<file path="src/rtl/uart_tx_scheduler.sv">
// uart_tx_scheduler
// Merges two byte streams into one 8N1 transmitter. A round-robin arbiter
// fills a circular byte FIFO. A sequencer pops one byte at a time and drives
// the transmitter's senddata/txdone handshake, with a start timeout.
module uart_tx_scheduler #(
    parameter int FIFO_DEPTH = 8,
    parameter int START_TMO  = 16
) (
    input  logic                        clk,
    input  logic                        rst_n,
    input  logic                        req0_valid,
    input  logic [7:0]                  req0_data,
    output logic                        req0_ready,
    input  logic                        req1_valid,
    input  logic [7:0]                  req1_data,
    output logic                        req1_ready,
    output logic [7:0]                  uart_txbyte,
    output logic                        uart_senddata,
    input  logic                        uart_txdone,
    output logic [$clog2(FIFO_DEPTH):0] fifo_level,
    output logic                        busy,
    output logic                        tx_err,
    input  logic                        err_clr
);
    localparam int PW = $clog2(FIFO_DEPTH);
    localparam int LW = PW + 1;
    localparam int TW = $clog2(START_TMO);

    typedef enum logic [1:0] {
        ST_IDLE       = 2'd0,
        ST_SEND       = 2'd1,
        ST_WAIT_START = 2'd2,
        ST_WAIT_DONE  = 2'd3
    } state_t;

    logic [7:0]    mem_r [FIFO_DEPTH];
    logic [PW-1:0] wr_ptr_r;
    logic [PW-1:0] rd_ptr_r;
    logic [LW-1:0] count_r;
    logic          last_grant_r;   // 1: requester 1 won last, so requester 0 wins the next tie
    state_t        state_r;
    logic [TW-1:0] tmo_cnt_r;

    logic          full_s;
    logic          empty_s;
    logic          grant0_s;
    logic          grant1_s;
    logic          push_s;
    logic          pop_s;
    logic          err_set_s;
    logic [7:0]    push_data_s;

    assign full_s     = (count_r == LW'(FIFO_DEPTH));
    assign empty_s    = (count_r == {LW{1'b0}});
    assign req0_ready = grant0_s & ~full_s;
    assign req1_ready = grant1_s & ~full_s;
    assign push_s     = (grant0_s | grant1_s) & ~full_s;
    assign pop_s      = (state_r == ST_IDLE) & ~empty_s & uart_txdone;
    assign err_set_s  = (state_r == ST_WAIT_START) & uart_txdone &
                        (tmo_cnt_r == TW'(START_TMO - 1));
    assign fifo_level = count_r;
    assign busy       = (state_r != ST_IDLE) | ~empty_s;

    // Round-robin grant: a lone requester wins, a tie goes to the one not served last.
    always_comb begin
        grant0_s = 1'b0;
        grant1_s = 1'b0;
        if (req0_valid && req1_valid) begin
            grant0_s = last_grant_r;
            grant1_s = ~last_grant_r;
        end else begin
            grant0_s = req0_valid;
            grant1_s = req1_valid;
        end
    end

    // Select the data of whichever requester holds the grant.
    always_comb begin
        push_data_s = 8'h00;
        if (grant0_s) begin
            push_data_s = req0_data;
        end else begin
            push_data_s = req1_data;
        end
    end

    // FIFO storage; contents need no reset because occupancy gates every read.
    always_ff @(posedge clk) begin
        if (push_s) begin
            mem_r[wr_ptr_r] <= push_data_s;
        end
    end

    // FIFO pointers, occupancy and arbiter history.
    always_ff @(posedge clk) begin
        if (!rst_n) begin
            wr_ptr_r     <= {PW{1'b0}};
            rd_ptr_r     <= {PW{1'b0}};
            count_r      <= {LW{1'b0}};
            last_grant_r <= 1'b1;
        end else begin
            if (push_s) begin
                wr_ptr_r     <= wr_ptr_r + PW'(1);
                last_grant_r <= grant1_s;
            end
            if (pop_s) begin
                rd_ptr_r <= rd_ptr_r + PW'(1);
            end
            case ({push_s, pop_s})
                2'b10:   count_r <= count_r + LW'(1);
                2'b01:   count_r <= count_r - LW'(1);
                default: count_r <= count_r;
            endcase
        end
    end

    // Sequencer: pop a byte, pulse senddata, wait for the frame to start and finish.
    always_ff @(posedge clk) begin
        if (!rst_n) begin
            state_r       <= ST_IDLE;
            uart_txbyte   <= 8'h00;
            uart_senddata <= 1'b0;
            tmo_cnt_r     <= {TW{1'b0}};
        end else begin
            uart_senddata <= 1'b0;
            case (state_r)
                ST_IDLE: begin
                    if (pop_s) begin
                        uart_txbyte   <= mem_r[rd_ptr_r];
                        uart_senddata <= 1'b1;
                        state_r       <= ST_SEND;
                    end
                end
                ST_SEND: begin
                    tmo_cnt_r <= {TW{1'b0}};
                    state_r   <= ST_WAIT_START;
                end
                ST_WAIT_START: begin
                    if (!uart_txdone) begin
                        state_r <= ST_WAIT_DONE;
                    end else if (err_set_s) begin
                        state_r <= ST_IDLE;
                    end else begin
                        tmo_cnt_r <= tmo_cnt_r + TW'(1);
                    end
                end
                ST_WAIT_DONE: begin
                    if (uart_txdone) begin
                        state_r <= ST_IDLE;
                    end
                end
                default: begin
                    state_r <= ST_IDLE;
                end
            endcase
        end
    end

    // Sticky start-timeout flag; a new timeout outranks a clear in the same cycle.
    always_ff @(posedge clk) begin
        if (!rst_n) begin
            tx_err <= 1'b0;
        end else if (err_set_s) begin
            tx_err <= 1'b1;
        end else if (err_clr) begin
            tx_err <= 1'b0;
        end
    end

endmodule

</file>
<file path="config.mk">
export PLATFORM = sky130hd
export DESIGN_NAME = uart_tx_scheduler
export DESIGN_NICKNAME = d
export VERILOG_FILES = /design/src/rtl/uart_tx_scheduler.sv
export SDC_FILE = /design/constraint.sdc
export NUM_CORES = 1
export LEC_CHECK = 0
export ABC_CLOCK_PERIOD_IN_PS = 2300
export CELL_PAD_IN_SITES_DETAIL_PLACEMENT = 0
export CELL_PAD_IN_SITES_GLOBAL_PLACEMENT = 2
export CORE_MARGIN = 2
export CORE_UTILIZATION = 35
export CTS_BUF_LIST = sky130_fd_sc_hd__clkbuf_8
export DETAILED_ROUTE_END_ITERATION = 10
export PLACE_DENSITY_LB_ADDON = 0.1
export SKIP_LAST_GASP = 1
export SLEW_MARGIN = 20
export SYNTH_ARGS = -nofsm -noshare
export SYNTH_HDL_FRONTEND = slang
export SYNTH_SLANG_ARGS = --single-unit
</file>
<file path="constraint.sdc">
create_clock -name clk -period 2.3 [get_ports clk]
set_input_delay 0.23 -clock clk [delete_from_list [all_inputs] [get_ports clk]]
set_output_delay 0.23 -clock clk [all_outputs]
set_load 0.05 [all_outputs]
</file>
### Word level (Yosys, flattened, before mapping)

Memories as Yosys holds them, arrays and structs flattened. A register that Yosys moved wholly into a read port is not among the register bits.
Index checks and enable logic that the tools add are counted.

* memories: 1
* output and inout bits: 17
* bits in latches: 0
* logic and storage cells: 67
* bits of input ports: 22
* memory bits (writable): 64
* memory bits (read-only): 0
* flip-flop bits (word level): 19

Memory list
* mem_r: words 8, bits a word 8, rd ports 1, clocked after Yosys merged registers in 1, wr ports 1, RTL line 36 `logic [7:0] mem_r [FIFO_DEPTH];`

* bitwise logic cells: 12
* order comparisons: 0
* add/subtract/negate cells: 5
* shift-type cells: 0
* reductions and logical operators: 12
* $mul: 0
* equality and inequality tests: 12
* div/mod/pow operators: 0
* multiplexer cells: 17

Operator list (number)
* one-hot mux 4 bit (2 select lines): 2
* adder 4 x 1 -> 4 bit, second input constant: 2
* == test 4 bit, second input constant: 2
* 2-to-1 mux 2 bit: 4
* 2-to-1 mux 4 bit: 2
* 2-to-1 mux 8 bit: 1
* != test 2 bit, second input constant: 4
* one-hot mux 2 bit (4 select lines): 1
* nonzero test 2 bit: 4
* AND 1 bit: 7
* 2-to-1 mux 1 bit: 7
* adder 3 x 1 -> 3 bit, second input constant: 2
* == test 2 bit, second input constant: 3
* AND reduction 3 bit: 2
* == test 2 x 1 -> 1 bit, second input constant: 2
* zero test 4 bit: 1
* AND reduction 2 bit: 2
* subtractor 4 x 1 -> 4 bit, second input constant: 1
* != test 3 bit, second input constant: 1
* NOT 1 bit: 3
* zero test 2 bit: 1
* OR 1 bit: 2
* logical AND 1 bit: 1
* zero test 1 bit: 1

### Longest topological paths before layout

* word-level depth: 6
* gate-level depth with buffers: 11
* depth with buffers taken out: 9

### Worst setup path after synthesis

OpenSTA, ideal clock, no wires.

* kind: register to register
* from: register count_r[0], in the netlist fifo_level[0]
* to: register count_r[2], in the netlist fifo_level[2]
* arrival time: 2.689 ns
* slack: -0.465 ns
* stages on the path, launching flop included: 12
* data required time: 2.224 ns
* setup time: 0.076 ns
* path buffers: 2
* period minus slack after synthesis: 2.765 ns
* cell sequence: dfxtp_1 or4_1 buf_2 and2_4 buf_6 ha_1 xor2_1 ha_1 a21oi_1 xor2_1 or3_1 a21boi_0

* cells in the longest elaborated chain, start to end: 6
* elaborated cells on any way between the ends: 13
* classes of those cells: add/sub (2); eq/ne (3); mux (1); bitwise (5); reduce/logical (2)

Ends and longest elaborated chain
* start: declaration: RTL line 39 `logic [LW-1:0] count_r;`
* start signal: assignment: RTL line 99 `count_r <= {LW{1'b0}};`
* start signal: assignment: RTL line 110 `2'b10: count_r <= count_r + LW'(1);`
* start signal: assignment: RTL line 111 `2'b01: count_r <= count_r - LW'(1);`
* zero test 4 bit *: RTL line 54 `assign empty_s = (count_r == {LW{1'b0}});`
* NOT 1 bit *: RTL line 58 `assign pop_s = (state_r == ST_IDLE) & ~empty_s & uart_txdone;`
* AND 1 bit * (2 in series): RTL line 58
* named net pop_s: RTL line 49 `logic pop_s;`
* == test 2 x 1 -> 1 bit or == test 2 bit (tied branches): RTL line 109 `case ({push_s, pop_s})`
* one-hot mux 4 bit (2 select lines) or nonzero test 2 bit (tied branches)

Mark *: on every way through the listed nets, which the timed path passes. The rest lies on a longest branch.
A chain may end at the register's enable or synchronous reset.

### Worst setup path in the final report

* from: register count_r[3], in the netlist fifo_level[3]
* to: register count_r[2], in the netlist fifo_level[2]

* cells in the longest elaborated chain, start to end: 6
* elaborated cells on any way between the ends: 11
* classes of those cells: eq/ne (3); mux (1); bitwise (5); reduce/logical (2)

Ends and longest elaborated chain (RTL line)
* zero test 4 bit: 54
* NOT 1 bit: 58
* AND 1 bit (2 in series): 58
* == test 2 x 1 -> 1 bit or == test 2 bit (tied branches): 109
* one-hot mux 4 bit (2 select lines) or nonzero test 2 bit (tied branches)

Parallel ways exist; a longest one is shown, timed or not.

==> run summary <==
=========================================================================================
Sequential share of power                                                           0.401
First-pass GRT wire length                                                        12.0 mm
Floorplan die height                                                          107 microns
Max Fanout on Critical Path                                                             5
Vias                                                                                2,161
Nature of the critical path startpoint                                          flip-flop
Bufs and invs on worst path                                                             0
DRC Markers                                                                             0
Routability cong.                                                                   0.687
Clock skew after layout                                                         0.0114 ns
Number of H-tree branching levels                                                       3
Cell at the root of the clock tree                                           sky130_fd_sc_hd__clkbuf_8
Syn. warnings                                                                           0
DR WL/cell                                                                   16.5 microns
Area leader, netlist                                                         sky130_fd_sc_hd__edfxtp_1
Power density relative to cell area                                          1140 nW/um^2
Number of vias per cell after detailed routing                                       4.78
Crit path required time                                                           2.59 ns
Status                                                                          completed
Number of antenna violations at the first check in global routing                       0
Cell area after layout                                                         4740 sq um
Insertion delay of the later-clocked pin in the worst-skew pair                   0.36 ns
Switching Fraction                                                                  0.349
Post-Route Setup TNS                                                                 0 ns
Buffers added on ports                                                                 38
Standard-cell rows                                                                     37
Final Max Slew Viols                                                                    0
DPL Wire Length                                                                   4.98 mm
Post-synthesis net count                                                              271
Die X-Extent                                                                  107 microns
Setup violators final                                                                   0
Synth Area per Inst                                                            15.4 sq um
Maximum Capacitance Violations                                                          0
Post-synthesis register bit count                                                      91
Synth Instances                                                                       243
Vias in the first global route                                                      2,236
Total clock buffers created by CTS                                                      9
Net switching power figure                                                        1890 uW
Transition time of the tightest slew-check pin                                   0.921 ns
Worst slew margin relative to its limit                                             0.384
Met3 wire length                                                              227 microns
Register clock-pin slew on the reported worst setup and hold paths                0.10 ns
Ratio of final minimum period to clock period                                       0.977
Post-synthesis sequential area ratio                                                0.659
Peak clock frequency supported by timing                                          445 MHz
Initial cell density of the core                                                    0.362
Type of the setup path with the least slack                                    reg -> reg
Hold Vio Cnt, Final                                                                     0
Violation count after the first detailed-routing iteration                             83
Final critical-path setup slack                                                 0.0522 ns
Most common cell after layout, fill and taps aside                           sky130_fd_sc_hd__edfxtp_1
Time the worst path needs with I/O delays and setup                               2.25 ns
Unique masters post-synth                                                              40
Top FF cell, synth                                                           sky130_fd_sc_hd__edfxtp_1
Top layer used by detailed routing                                                   met4
Fraction of power consumed by combinational cells                                   0.388
Number of buffers on the longest clock path                                             2
Slowest Stage Delay on Critical Path                                              0.54 ns
Synth Cell Area                                                                3740 sq um
Portion of total power attributed to the clock network                              0.210
HP Class                                                                       reg -> reg
Die Outline Area                                                             11,500 sq um
Top cells by area in the synthesized netlist                                 sky130_fd_sc_hd__edfxtp_1, sky130_fd_sc_hd__dfxtp_1, sky130_fd_sc_hd__mux4_2
Internal                                                                          3530 uW
Unrepaired setup endpoints after global routing                                       yes
Clock tree from TritonCTS                                                             yes
Leading cell types in the layout, fill and taps excluded                     sky130_fd_sc_hd__edfxtp_1, sky130_fd_sc_hd__clkdlybuf4s50_1, sky130_fd_sc_hd__buf_4
DRT antenna net count                                                                   0
CP Data Arrival Time                                                              2.54 ns
Cell area reported after detailed placement                                    4510 sq um
DR pass1 iterations                                                                     4
CP Capture Type                                                                 flip-flop
Critical path cell sequence                                                  or4_4 > and2_4 > ha_4 > xor2_2 > ha_2 > a21oi_2 > xor2_1 > or3_1 > a21boi_1
Fraction of synthesized cell area taken by the top area cell type                   0.514
WHS                                                                              0.491 ns
Kind of cell with the highest combined delay on the critical path            simple AND/OR/NAND/NOR gates
Pin count of the biggest net entering global routing                                   28
Post-layout net count                                                                 339
Routed met1 length                                                                3.62 mm
IO Count                                                                               39
Total track usage                                                                   0.143
Layout-stage area growth over the synthesis result                                  26.8%
Met2 wirelength from detailed routing                                             3.55 mm
Number of antenna cells inserted                                                        0
Total length of routed wires                                                      7.47 mm
Area of the core                                                             10,300 sq um
Slowest CP cell                                                              sky130_fd_sc_hd__or4_4
IR drop worst, VDD                                                             0.000599 V
Reported leakage power                                                         0.00164 uW
Proportion of register bits with asynchronous set or reset after synthesis              0
Ratio of cells with drive above 1 in the final layout                               0.269
Count of hold-fix buffers inserted at cts                                               0
Leftover overflow at the end of global routing                                          0
CTS sink cnt                                                                           91
Pre-CTS WS                                                                     -0.0610 ns
Number of synthesized flops with an enable pin                                         64
=========================================================================================
==> layer usage <==
metal  track usage  up-vias
li1              -     1075
met3        0.0236        6
met1         0.199     1046
met2         0.222       34
met5             0        -
met4        0.0604        0
==> power groups by stage <==
stage	Combinational [uW]	Clock, uW	Sequential [uW]
CTS	2110	1190	2180
finish	2110	1140	2180
global placement	2110	0	2210
floorplan	1040	0	2530
detailed placement	2100	0	2220
global route	2290	1250	2210
==> kinds of logic after synthesis <==
kind of cell    Yosys count  synth area share
buf+inv                  11            0.0151
mux                      28             0.131
xor+xnor                  9            0.0211
fa+ha+maj                 6            0.0201
compound gates           33            0.0579
simple gates             65            0.0958
flops                    91             0.659
==> sequential cells by signal (all words and copies together) (netlist names) <==
signal,count
tx_err,1
uart_txbyte,8
state_r,2
fifo_level,4
last_grant_r,1
tmo_cnt_r,4
wr_ptr_r,3
rd_ptr_r,3
mem_r,64
uart_senddata,1
==> cells in the mapped netlist, drive strengths merged, types with 4 or more instances <==
master / number
and2: 7
buf: 4
clkbuf: 5
dfxtp: 27
edfxtp: 64
ha: 6
mux2: 8
mux2i: 4
mux4: 16
nand2: 7
nand2b: 4
nand3: 4
nor2: 15
nor2b: 7
nor3: 6
o21ai: 12
o22ai: 9
xnor2: 6
==> path summary, 6_finish.rpt <==
path | from | endpoint | slack [ns] | depth (start not counted)
max reg2reg | fifo_level[3] | fifo_level[2] | 0.05 | 9
min | last_grant_r | last_grant_r | 0.49 | 2
max | fifo_level[3] | fifo_level[2] | 0.05 | 9
min reg2reg | last_grant_r | last_grant_r | 0.49 | 2
==> tightest hold or removal path, cell delays in order, from the launching register on <==
cell and delay (ns):
sky130_fd_sc_hd__dfxtp_1 0.33, sky130_fd_sc_hd__nand2_1 0.06, sky130_fd_sc_hd__nand3b_1 0.06
==> timing repair <==
action,4_1_cts,5_1_grt
gates resized for setup,0,3
setup buffers,0,0
setup endpoints to repair,0,2
==> area by class of cell <==
type / instances / area (sq um)
repair buffers: 66 / 621
clock buffers: 9 / 124
fillers: 930 / 5580
inverters: 2 / 7.51
clock inverters: 7 / 90.1
well taps: 136 / 170
flip-flops and latches: 91 / 2470
multi-input cells: 141 / 1260
==> through the flow <==
| stage | cells | total power, uW | utilization |
|---|---|---|---|
| 3_3_place_gp | 436 | 4320 | 0.437 |
| 5_1_grt | 452 | 5760 | 0.459 |
| 4_1_cts | 452 | 5480 | 0.457 |
| 6_report | 452 | 5430 | 0.459 |
| 2_1_floorplan | 243 | 3580 | - |
| 3_5_place_dp | 436 | 4320 | 0.437 |
(Power assumes the default switching activity.)
